File: src/rtl/sig_mux_pkg.sv
// Shared types and helpers for the break-before-make signal selector.
// Holds the LIVE/GAP state encoding, a constant clog2, and the default idle value.
package sig_mux_pkg;

    typedef enum logic {
        LIVE = 1'b0,
        GAP  = 1'b1
    } state_t;

    localparam int IDLE_VAL_DEFAULT = 0;

    function automatic int clog2(input int value);
        int bits;
        int v;
        bits = 0;
        v    = value - 1;
        while (v > 0) begin
            bits++;
            v = v >> 1;
        end
        return bits;
    endfunction

endpackage

File: src/rtl/sig_mux_dwell_tmr.sv
// Dwell timer for auto-scan: counts LIVE cycles and pulses scan_req on the
// last cycle of each dwell period.
module sig_mux_dwell_tmr
    import sig_mux_pkg::*;
#(
    parameter int DWELL = 1024
) (
    input  logic clk,
    input  logic rst_n,
    input  logic scan_en,
    input  logic live,
    input  logic clear,
    output logic scan_req
);

    localparam int CNT_W = clog2(DWELL + 1);
    localparam logic [CNT_W-1:0] LAST = CNT_W'(DWELL - 1);

    logic [CNT_W-1:0] dwell_cnt;

    assign scan_req = scan_en && live && (dwell_cnt == LAST);

    // NOTE: reset is sampled on the clock edge only; every state update uses <=
    // so all flops see the pre-edge values regardless of block ordering.
    always_ff @(posedge clk) begin
        if (!rst_n) begin
            dwell_cnt <= '0;
        end else if (!scan_en || clear) begin
            dwell_cnt <= '0;
        end else if (live) begin
            dwell_cnt <= scan_req ? '0 : dwell_cnt + CNT_W'(1);
        end
    end

endmodule

File: src/rtl/sig_mux_bbm.sv
// N-channel, W-bit selector with break-before-make switching: the registered
// output idles for GAP_CYCLES cycles between channels; optional auto-scan.
module sig_mux_bbm
    import sig_mux_pkg::*;
#(
    parameter int             N          = 4,
    parameter int             W          = 1,
    parameter int             SEL_W      = 2,
    parameter int             GAP_CYCLES = 2,
    parameter logic [W-1:0]   IDLE_VAL   = W'(IDLE_VAL_DEFAULT),
    parameter int             DWELL      = 1024
) (
    input  logic               clk,
    input  logic               rst_n,
    input  logic [N*W-1:0]     in_bus,
    input  logic               wr,
    input  logic [SEL_W-1:0]   data_wr,
    input  logic               scan_en,
    output logic [W-1:0]       out,
    output logic [SEL_W-1:0]   cur_sel,
    output logic               busy,
    output logic               sel_err
);

    localparam int               NSLOT    = 1 << SEL_W;
    localparam logic [SEL_W:0]   N_LIM    = (SEL_W + 1)'(N);
    localparam logic [SEL_W-1:0] LAST_CH  = SEL_W'(N - 1);
    localparam logic [7:0]       GAP_LOAD = 8'(GAP_CYCLES - 1);

    state_t           state, state_d;
    logic [SEL_W-1:0] pend, pend_d, cur_sel_d, target, scan_next;
    logic [7:0]       gap_cnt, gap_d;
    logic [W-1:0]     out_d;
    logic             busy_d, sel_err_d;
    logic             wr_ok, scan_req, dwell_clr, live;

    // Unused select codes read the idle value, so any SEL_W-bit index is safe.
    logic [W-1:0] chan [NSLOT];
    for (genvar k = 0; k < NSLOT; k++) begin : g_chan
        if (k < N) begin : g_used
            assign chan[k] = in_bus[k*W +: W];
        end else begin : g_unused
            assign chan[k] = IDLE_VAL;
        end
    end

    assign wr_ok     = wr && ({1'b0, data_wr} < N_LIM);
    assign scan_next = (cur_sel == LAST_CH) ? '0 : cur_sel + SEL_W'(1);
    assign live      = (state == LIVE);

    sig_mux_dwell_tmr #(
        .DWELL (DWELL)
    ) u_dwell (
        .clk      (clk),
        .rst_n    (rst_n),
        .scan_en  (scan_en),
        .live     (live),
        .clear    (dwell_clr),
        .scan_req (scan_req)
    );

    always_comb begin
        // NOTE: every output of this block gets a default first, so no path
        // leaves a variable unassigned and no latch is inferred.
        state_d   = state;
        cur_sel_d = cur_sel;
        pend_d    = pend;
        gap_d     = gap_cnt;
        out_d     = out;
        busy_d    = busy;
        dwell_clr = 1'b0;
        sel_err_d = wr && !wr_ok;
        target    = wr_ok ? data_wr : scan_next;

        case (state)
            LIVE: begin
                out_d = chan[cur_sel];
                if (wr_ok || scan_req) begin
                    if (target == cur_sel) begin
                        dwell_clr = 1'b1;
                    end else if (GAP_CYCLES == 0) begin
                        cur_sel_d = target;
                        out_d     = chan[target];
                        dwell_clr = 1'b1;
                    end else begin
                        pend_d  = target;
                        gap_d   = GAP_LOAD;
                        state_d = GAP;
                        busy_d  = 1'b1;
                        out_d   = IDLE_VAL;
                    end
                end
            end
            GAP: begin
                out_d = IDLE_VAL;
                if (wr_ok) pend_d = data_wr;
                // A write on the final gap cycle still wins: connect pend_d, not pend.
                if (gap_cnt == 8'd0) begin
                    cur_sel_d = pend_d;
                    state_d   = LIVE;
                    busy_d    = 1'b0;
                    out_d     = chan[pend_d];
                    dwell_clr = 1'b1;
                end else begin
                    gap_d = gap_cnt - 8'd1;
                end
            end
            default: state_d = LIVE;
        endcase
    end

    always_ff @(posedge clk) begin
        if (!rst_n) begin
            state   <= LIVE;
            cur_sel <= '0;
            pend    <= '0;
            gap_cnt <= '0;
            out     <= IDLE_VAL;
            busy    <= 1'b0;
            sel_err <= 1'b0;
        end else begin
            state   <= state_d;
            cur_sel <= cur_sel_d;
            pend    <= pend_d;
            gap_cnt <= gap_d;
            out     <= out_d;
            busy    <= busy_d;
            sel_err <= sel_err_d;
        end
    end

endmodule

File: config.mk
export PLATFORM = sky130hd
export DESIGN_NAME = sig_mux_bbm
export DESIGN_NICKNAME = d
export VERILOG_FILES = /design/src/rtl/sig_mux_pkg.sv /design/src/rtl/sig_mux_dwell_tmr.sv /design/src/rtl/sig_mux_bbm.sv
export SDC_FILE = /design/constraint.sdc
export NUM_CORES = 1
export LEC_CHECK = 0
export BUFFER_PORTS_ARGS = -buffer_cell sky130_fd_sc_hd__buf_2
export CAP_MARGIN = 20
export CORE_ASPECT_RATIO = 1.5
export CORE_MARGIN = 2
export CORE_UTILIZATION = 48
export CTS_BUF_LIST = sky130_fd_sc_hd__clkbuf_4 sky130_fd_sc_hd__clkbuf_8
export CTS_CLUSTER_SIZE = 25
export DETAILED_ROUTE_END_ITERATION = 7
export PLACE_DENSITY = 0.68
export SLEW_MARGIN = 0
export SYNTH_ARGS = -nofsm -noshare
export SYNTH_HDL_FRONTEND = slang
export SYNTH_SLANG_ARGS = --single-unit
File: constraint.sdc
create_clock -name clk -period 2.2 [get_ports clk]
set_clock_uncertainty 0.1 [all_clocks]
set_input_delay 0.33 -clock clk [delete_from_list [all_inputs] [get_ports clk]]
set_output_delay 0.33 -clock clk [all_outputs]
set_load 0.05 [all_outputs]
==> results of run 1 <==
## cells in the final DEF, fill, tap and decap left out, drive strengths merged, types with 3 or more instances in the layout
cell,instances
nand2b,3
clkbuf,4
mux2i,3
dfxtp,26
a21boi,6
xor2,8
a21oi,5
mux2,5
nand3b,3
inv,8
xnor2,5
or3,3
nand2,13
nand3,7
buf,15
nor3,5
and3,5
nor2b,4
nor2,12
a211oi,3
ha,4
## timing repair
item / 4_1_cts / 5_1_grt
resized for setup: 0 / 1
hold buffers: 0 / 0
setup endpoints to repair: 0 / 12
## final timing paths
kind | from | endpoint | slack, ns | cells past startpoint
setup / recovery | cur_sel[0] | gap_cnt[6] | 0.22 | 6
hold / removal | rst_n | cur_sel[0] | 0.33 | 3
setup reg to reg | cur_sel[0] | gap_cnt[6] | 0.22 | 6
hold reg to reg | u_dwell.dwell_cnt[10] | u_dwell.dwell_cnt[10] | 0.39 | 1
## registers in the layout, summed over array words and instances (netlist names)
name and cells:
cur_sel 2, state 1, pend 2, out 1
gap_cnt 8, busy 1, u_dwell.dwell_cnt 11
## cell families after synthesis
family	count (synthesis)
simple gates	64
compound gates	28
flops	26
buf+inv	15
xor+xnor	13
mux	10
fa+ha+maj	4
other cells	1
## where the power goes
part / internal, µW / leakage [µW] / total (µW) / switching, µW
Clock: 160 / 0.0000288 / 303 / 144
Combinational: 217 / 0.000439 / 505 / 288
Sequential: 517 / 0.000212 / 569 / 52.0
Total: 894 / 0.000681 / 1380 / 484
## layer usage
layer / share of wire, % / up-vias / global-route usage [%]
li1: - / 591 / -
met1: 43 / 557 / 18.37
met2: 55 / 4 / 34.08
met3: 1.1 / 2 / 2.469
met4: 0.92 / 0 / 4.630
met5: 0 / - / 0
## per-stage QoR
step	hold WS (ns)	utilization (%)
after floorplan	0.3361	-
after global placement	0.3677	53.61
after detailed placement	0.3765	53.61
after CTS	0.3239	55.48
after global routing	0.3377	55.65
final	0.3264	55.65
## tightest hold or removal path, delay by kind of cell
kind	cells	cell delay (ns)
buffers and inverters	2	0.27
AOI/OAI and AO/OA	1	0.04
## cells in the mapped netlist, types with 3 or more instances
cell      instances  share of area [%]
mux2_2            4                3.0
a21boi_1          4                2.0
nand2b_1          3                1.3
nand3b_1          3                1.5
nor2b_1           4                1.7
a21oi_1           4                1.3
a211oi_1          3                1.5
and3_1            5                2.1
dfxtp_1          26                 35
xnor2_1           5                2.9
nor3_1            5                1.7
inv_1             8                2.0
nand2_1          13                3.3
xor2_1            7                4.1
ha_1              4                3.4
nand3_1           7                2.3
or3_1             3                1.3
nor2_1           12                3.0
clkbuf_1          3               0.75
## area by class of cell
| cell class | instances | area share, % |
|---|---|---|
| repair buffers | 15 | 4.889 |
| multi-input cells | 120 | 55.00 |
| well taps | 39 | 2.979 |
| flip-flops and latches | 26 | 31.93 |
| clock buffers | 4 | 3.361 |
| inverters | 8 | 1.833 |
==> metrics, run 1 <==
status=completed; Port Buffer Count=13; mux cell area share after synthesis=9.899%; DP Area=1578 µm²; syn avg cell area=9.264 µm²; slowest cell on the critical path=a21oi_2; XOR/XNOR Fraction of Synth Area=roughly 8.1%; Critical Setup Path Class=flip-flop to flip-flop; # clock sinks=26; Pre-antenna DRT Iters=4; unrepaired setup endpoints after global routing=false; Worst-Skew Late Latency=0.26 ns; setup bufs post-CTS=0; largest family of logic cells by synthesized area=simple AND/OR/NAND/NOR gates; CTS H-tree depth=1; Clock Tree Root=clkbuf_8; Post-Synth Simple-Gate Area=a little under a quarter; setup tns final=0 ns; Die Y=72.27 µm; endpoints failing hold=0; Main synth FF type=dfxtp_1; Worst-path clk slew=around 0.09 ns; pin count of the biggest net entering global routing=29; Inst Count DP=208; synth warn=0; post-synthesis cell count=161; crit path max fanout=14; global route total overflow=0; vias in the first global route=1,162; n_diodes=0; TritonCTS clock tree=yes; Compound-Gate Fraction of Synth Area=14.60%; boundary pin count=15; post-route setup slack=0.2244 ns; 1st-iter DRT viols=27; die width=49.51 µm; Finished Layout Cells=between 200 and 250; max incr delay on CP=0.50 ns; Final period util=89.80%; final instance area=1638 µm²; Adder-Cell Fraction of Synth Area=under 10%; share of layout cells above drive strength 1=19.65%; Via Count=approximately 1,200; Total Power=1378 µW; initial antenna violation count=0; Max IR drop VDD=approximately 0.51 mV; row cnt=24; critical-path cell list=ha_1 -> mux2i_4 -> xor2_2 -> a21oi_2 -> nand2b_1 -> and3_1; Sequential cell area=523.0 µm²; Max Fclk=506.2 MHz; RePlAce Congestion=0.7722; multi-input logic area=900.9 µm²; WP data required=2.26 ns; Cell Pwr Density=841.3 nW/µm²; Lkg Pwr=0.0006806 µW; Slew @ Worst Pin=0.6022 ns; post-DR vias/cell=5.443; post-DP HPWL=approximately 2.1 mm; Layout area overhead=9.815%; Setup crit end kind=flip-flop; Hold Path Class=input port to flip-flop; Buf/Inv on CP=0; synth unique cells=48; #FFs+latches synth=26; global-route wire length before repair=just under 5 mm; critical path's top delay family=compound AO/OA/AOI/OAI gates; Tmin final=1.976 ns; drt total wl=2.815 mm; Seq/Total Area, Yosys=34.90%; drt drc=0; worst relative slew slack=~60%; CP Launch Type=flip-flop; Total GRT Usage=17.10%; Final Setup Violations=0; Post-synth EDFFs=0; ANT nets after route=0; dpl ws=0.1190 ns; die area=3578 µm²; max_cap viols=0; NumNets Final=188; Syn Std Cell Area=1491 µm²; final slew viol count=0; # fillers=295; drt wl/cell=13.28 µm; net count after synthesis=175; arrival time worst endpoint=2.04 ns; clock buffer depth=2; Initial Util=50.68%; core footprint=slightly below 3000 µm²; CTS buffer count=3; ys async rst share=0%
No activity file was read; power rests on OpenSTA's default activity.
==> run 2: changes to the inputs <==
- RECOVER_POWER: not set -> 25
==> run 2 against run 1 <==
Against the previous run: sequential cell count is the same; setup slack got worse by 0.0066 ns; die area did not move; largest cell class unchanged.
==> metrics, run 2 (synthesis gave the netlist of run 1 again) <==
leading cell types in the layout, fill and taps excluded=dfxtp_1 (24), nand2_1 (13), nor2_1 (12); final slew viol count=0 (unchanged); die area=3578 µm² (unchanged); ANT nets after route=0 (unchanged); critical path's top delay family=compound AO/OA/AOI/OAI gates; worst relative slew slack=59.43% (-0.42 points); Critical Setup Path Class=flip-flop to flip-flop; drt wl/cell=13.29 µm (about the same); Max Fclk=504.5 MHz (-0.33%); crit path max fanout=14 (unchanged); global-route wire length before repair=4.850 mm (unchanged); clock buffer depth=2 (unchanged); Via Count=1,158 (+0.35%); arrival time worst endpoint=2.05 ns (about the same); drt drc=0 (unchanged); post-DP HPWL=2.100 mm (unchanged); Inst Count DP=208 (unchanged); multi-input logic area=900.9 µm² (unchanged); n_diodes=0 (unchanged); TritonCTS clock tree=yes; max incr delay on CP=0.50 ns (about the same); status=completed; Setup crit end kind=flip-flop; Largest regs=u_dwell.dwell_cnt: 11 flops, gap_cnt: 8 flops; row cnt=24 (unchanged); Clock Tree Root=clkbuf_8; Buf/Inv on CP=0 (unchanged); global route total overflow=0 (unchanged); slowest cell on the critical path=a21oi_2; Finished Layout Cells=212 (unchanged); Pre-antenna DRT Iters=4 (unchanged); Die Y=72.27 µm (unchanged); 1st-iter DRT viols=29 (+7.4%); R2R setup slack=0.22 ns (about the same); core footprint=2943 µm² (unchanged); hold buffer count at cts=0 (unchanged); Top reg by flops=u_dwell.dwell_cnt; Max IR drop VDD=0.5013 mV (-0.77%); max_cap viols=0 (unchanged); Slew @ Worst Pin=0.6085 ns (+0.006273 ns); max reg flops=11 (unchanged); Cell Pwr Density=842.4 nW/µm² (+0.12%); CTS H-tree depth=1 (unchanged); CTS buffer count=3 (unchanged); Layout area overhead=9.228%; Total GRT Usage=17.10% (unchanged); vias in the first global route=1,162 (unchanged); setup tns final=0 ns (unchanged); # fillers=298 (+1.0%); critical-path cell list=ha_1 -> mux2i_4 -> xor2_2 -> a21oi_2 -> nand2b_1 -> and3_1; Hold Path Class=input port to flip-flop; Final period util=90.10% (+0.30 points); CP Launch Type=flip-flop; drt total wl=2.817 mm (about the same); Sequential cell area=523.0 µm² (unchanged); initial antenna violation count=0 (unchanged); post-DR vias/cell=5.462 (+0.35%); r2r startpoint=cur_sel[0]; endpoints failing hold=0 (unchanged); NumNets Final=188 (unchanged); dpl ws=0.1190 ns (unchanged); # clock sinks=26 (unchanged); Final Setup Violations=0 (unchanged); Worst-path clk slew=0.09 ns (about the same); boundary pin count=15 (unchanged); Worst-Skew Late Latency=0.26 ns (about the same); Tmin final=1.982 ns (+0.006622 ns); Finished Core Util=55.36% (-0.30 points); Initial Util=50.68% (unchanged); worst setup path startpoint=cur_sel[0]; RePlAce Congestion=0.7722 (unchanged); die width=49.51 µm (unchanged); unrepaired setup endpoints after global routing=false; commonest non-fill, non-tap cell in the layout=dfxtp_1; post-route setup slack=0.2177 ns (-0.006622 ns); share of layout cells above drive strength 1=16.76% (-2.9 points); Port Buffer Count=13 (unchanged); WP data required=2.26 ns (about the same); Lkg Pwr=0.0006614 µW (-2.8%); pin count of the biggest net entering global routing=29 (unchanged); HP Start=rst_n
run 2: cell count changes in the layout (fill, tap and decap cells not counted):
cell	delta
buf_2	-4
buf_4	-1
clkbuf_1	+5
run 2: layout make-up:
class,count,share of cell area [%]
Clock buffer,4,3.379
Inverter,8,1.843
Multi-Input combinational cell,120,55.30
Sequential cell,26,32.10
Tap cell,39,2.995
Timing Repair Buffer,15,4.378
run 2: metrics by stage:
step	total power, µW	area (µm²)	hold slack, ns
CTS	1393	1633	0.3239
floorplan	985.7	1494	0.3361
detailed placement	1085	1578	0.3765
finish	1372	1629	0.3250
global placement	1068	1578	0.3677
global route	1464	1629	0.3377
run 2: worst paths after layout:
path / to / cells past startpoint
max: gap_cnt[6] / 6
max reg2reg: gap_cnt[6] / 6
min reg2reg: u_dwell.dwell_cnt[10] / 1
min: cur_sel[0] / 3
run 2: routing by layer:
layer	up-vias	share of wire, %	wire (µm)	global-route usage (%)
met2	4	54	1532	34.08
li1	592	-	-	-
met5	-	0	0	0
met3	2	1.1	31	2.469
met1	560	44	1226	18.37
met4	0	0.92	26	4.630
run 2: worst min-delay path, cell delays in order:
cell      delay, ns
buf_2          0.19
inv_1          0.08
a211oi_1       0.04
run 2: timing repair:
item                                    CTS  global route
endpoints found under the setup margin    0            12
buffers inserted                          0             0
gates resized for setup                   0             1
run 2: power breakdown:
| part | leakage [µW] | internal (µW) | switching (µW) | total (µW) |
|---|---|---|---|---|
| registers | 0.000212 | 517 | 52.3 | 570 |
| logic | 0.000420 | 211 | 289 | 499 |
| clock network | 0.0000288 | 160 | 144 | 303 |
==> run 3: changes to the inputs <==
- RECOVER_POWER: 25 -> 100
==> run 3 against run 2 <==
Against the previous run: maximum frequency is 1.3% lower; core utilization stayed put; combinational power hardly changed; clock power hardly changed; non-clock buffer count stayed put; highest routed layer unchanged.
==> metrics, run 3 (synthesis gave the netlist of run 1 again) <==
Via Count=1,159 (+0.086%); Slew @ Worst Pin=0.6006 ns (-0.007897 ns); Layout area overhead=9.228% (unchanged); Top reg by flops=u_dwell.dwell_cnt; row cnt=24 (unchanged); clock buffer depth=2 (unchanged); leading cell types in the layout, fill and taps excluded=dfxtp_1 (24), nand2_1 (13), nor2_1 (12); core footprint=2943 µm² (unchanged); WHS Path Cells=3 (unchanged); Final Setup Violations=0 (unchanged); # clock sinks=26 (unchanged); final slew viol count=0 (unchanged); TritonCTS clock tree=yes; Flop pwr share=41.5% (about the same); Max IR drop VDD=0.5032 mV (+0.39%); share of layout cells above drive strength 1=16.76% (unchanged); WP data required=2.30 ns (+0.04 ns); Die Y=72.27 µm (unchanged); Setup crit end kind=flip-flop; # fillers=298 (unchanged); drt drc=0 (unchanged); hold buffer count at cts=0 (unchanged); CP Launch Type=flip-flop; pin count of the biggest net entering global routing=29 (unchanged); Inst Count DP=208 (unchanged); status=completed; die area=3578 µm² (unchanged); HP Start=rst_n; setup tns final=0 ns (unchanged); vias in the first global route=1,162 (unchanged); R2R setup slack=0.19 ns (-0.03 ns); endpoints failing hold=0 (unchanged); arrival time worst endpoint=2.10 ns (+0.05 ns); Largest regs=u_dwell.dwell_cnt: 11 flops, gap_cnt: 8 flops; die width=49.51 µm (unchanged); Max Fclk=498.1 MHz (-1.3%); Initial Util=50.68% (unchanged); crit path max fanout=6 (-8); Critical Setup Path Class=flip-flop to flip-flop; Total GRT Usage=17.10% (unchanged); Sw Share=35.40% (+0.094 points); multi-input logic area=900.9 µm² (unchanged); initial antenna violation count=0 (unchanged); global route total overflow=0 (unchanged); Hold Path Class=input port to flip-flop; Pre-antenna DRT Iters=4 (unchanged); Worst-path clk slew=0.09 ns (about the same); post-DR vias/cell=5.467 (about the same); global-route wire length before repair=4.850 mm (unchanged); NetSw=485.8 µW (+0.27%); max reg flops=11 (unchanged); R2R depth=7 (+1); ANT nets after route=0 (unchanged); Clock Power Share=22.3% (+0.2 points); max_cap viols=0 (unchanged); drt wl/cell=13.33 µm (+0.32%); drt total wl=2.826 mm (+0.32%); 1st-iter DRT viols=30 (+3.4%); post-DP HPWL=2.100 mm (unchanged); Final period util=91.25% (+1.1 points); Internal Pwr Total=886.5 µW (-0.14%); Combinational Power Share=36.2% (-0.2 points); Cell Pwr Density=842.4 nW/µm² (about the same); Clock Tree Root=clkbuf_8; Sequential cell area=523.0 µm² (unchanged); r2r startpoint=gap_cnt[0]; RePlAce Congestion=0.7722 (unchanged); Critical R2R Capture=gap_cnt[4]; Worst-Skew Late Latency=0.26 ns (about the same); Lkg Pwr=0.0006586 µW (-0.41%); Port Buffer Count=13 (unchanged); unrepaired setup endpoints after global routing=false; worst relative slew slack=59.96% (+0.53 points); Tmin final=2.008 ns (+0.02525 ns); CTS H-tree depth=1 (unchanged); Hold EP=cur_sel[0]; n_diodes=0 (unchanged); NumNets Final=188 (unchanged); CTS buffer count=3 (unchanged); Finished Layout Cells=212 (unchanged); boundary pin count=15 (unchanged); commonest non-fill, non-tap cell in the layout=dfxtp_1
==> run 3: cell counts in the layout (fill, tap and decap cells not counted) <==
Identical to the previous run, type by type.
==> run 3: power groups by stage <==
| stage | Combinational [µW] | Clock, µW | Sequential, µW |
|---|---|---|---|
| after floorplan | 376 | 0 | 610 |
| after global placement | 492 | 0 | 576 |
| after detailed placement | 506 | 0 | 580 |
| after CTS | 509 | 316 | 569 |
| after global routing | 550 | 332 | 579 |
| final | 497 | 305 | 570 |
==> run 3: critical path, cell delays in order, from the launching register on <==
cell	delay (ns)
dfxtp_1	0.44
inv_1	0.09
ha_1	0.23
nor3b_2	0.19
a2111oi_0	0.49
xor2_1	0.18
nand2_1	0.06
a21boi_0	0.15
==> run 3: cell type report <==
cell class	count	share of cell area, %
Multi-Input combinational cell	120	55.30
Sequential cell	26	32.10
Timing Repair Buffer	15	4.378
Clock buffer	4	3.379
Tap cell	39	2.995
Inverter	8	1.843
==> run 3: per-layer routing <==
metal / share of wire [%] / up-vias / track usage [%]
met1: 44 / 559 / 18.37
met2: 54 / 6 / 34.08
li1: - / 592 / -
met5: 0 / - / 0
met4: 0.92 / 0 / 4.630
met3: 1.3 / 2 / 2.469
==> run 3: metrics by stage <==
stage	hold slack (ns)	setup WS, ns	instance area, µm²	util, %	total power (µW)
final	0.3253	0.1925	1629	55.36	1372
after global routing	0.3363	0.04341	1629	55.36	1461
after CTS	0.3239	0.07938	1633	55.48	1393
after detailed placement	0.3765	0.1190	1578	53.61	1085
after global placement	0.3677	0.1491	1578	53.61	1068
after floorplan	0.3361	0.1827	1494	-	985.7
==> run 3: worst max-delay path by stage <==
stage               startpoint                   end  slack [ns]  cells after the start
global route        cur_sel[0]            gap_cnt[5]        0.04                      6
global placement    gap_cnt[0]  u_dwell.dwell_cnt[2]        0.15                      7
detailed placement  gap_cnt[0]  u_dwell.dwell_cnt[2]        0.12                      7
finish              gap_cnt[0]            gap_cnt[4]        0.19                      7
floorplan           cur_sel[1]            gap_cnt[7]        0.18                      7
CTS                 gap_cnt[0]  u_dwell.dwell_cnt[0]        0.08                      7
==> run 3: timing repair <==
| action | in CTS | in global routing |
|---|---|---|
| resized for setup | 0 | 1 |
| endpoints found under the setup margin | 0 | 12 |
| buffers inserted | 0 | 0 |
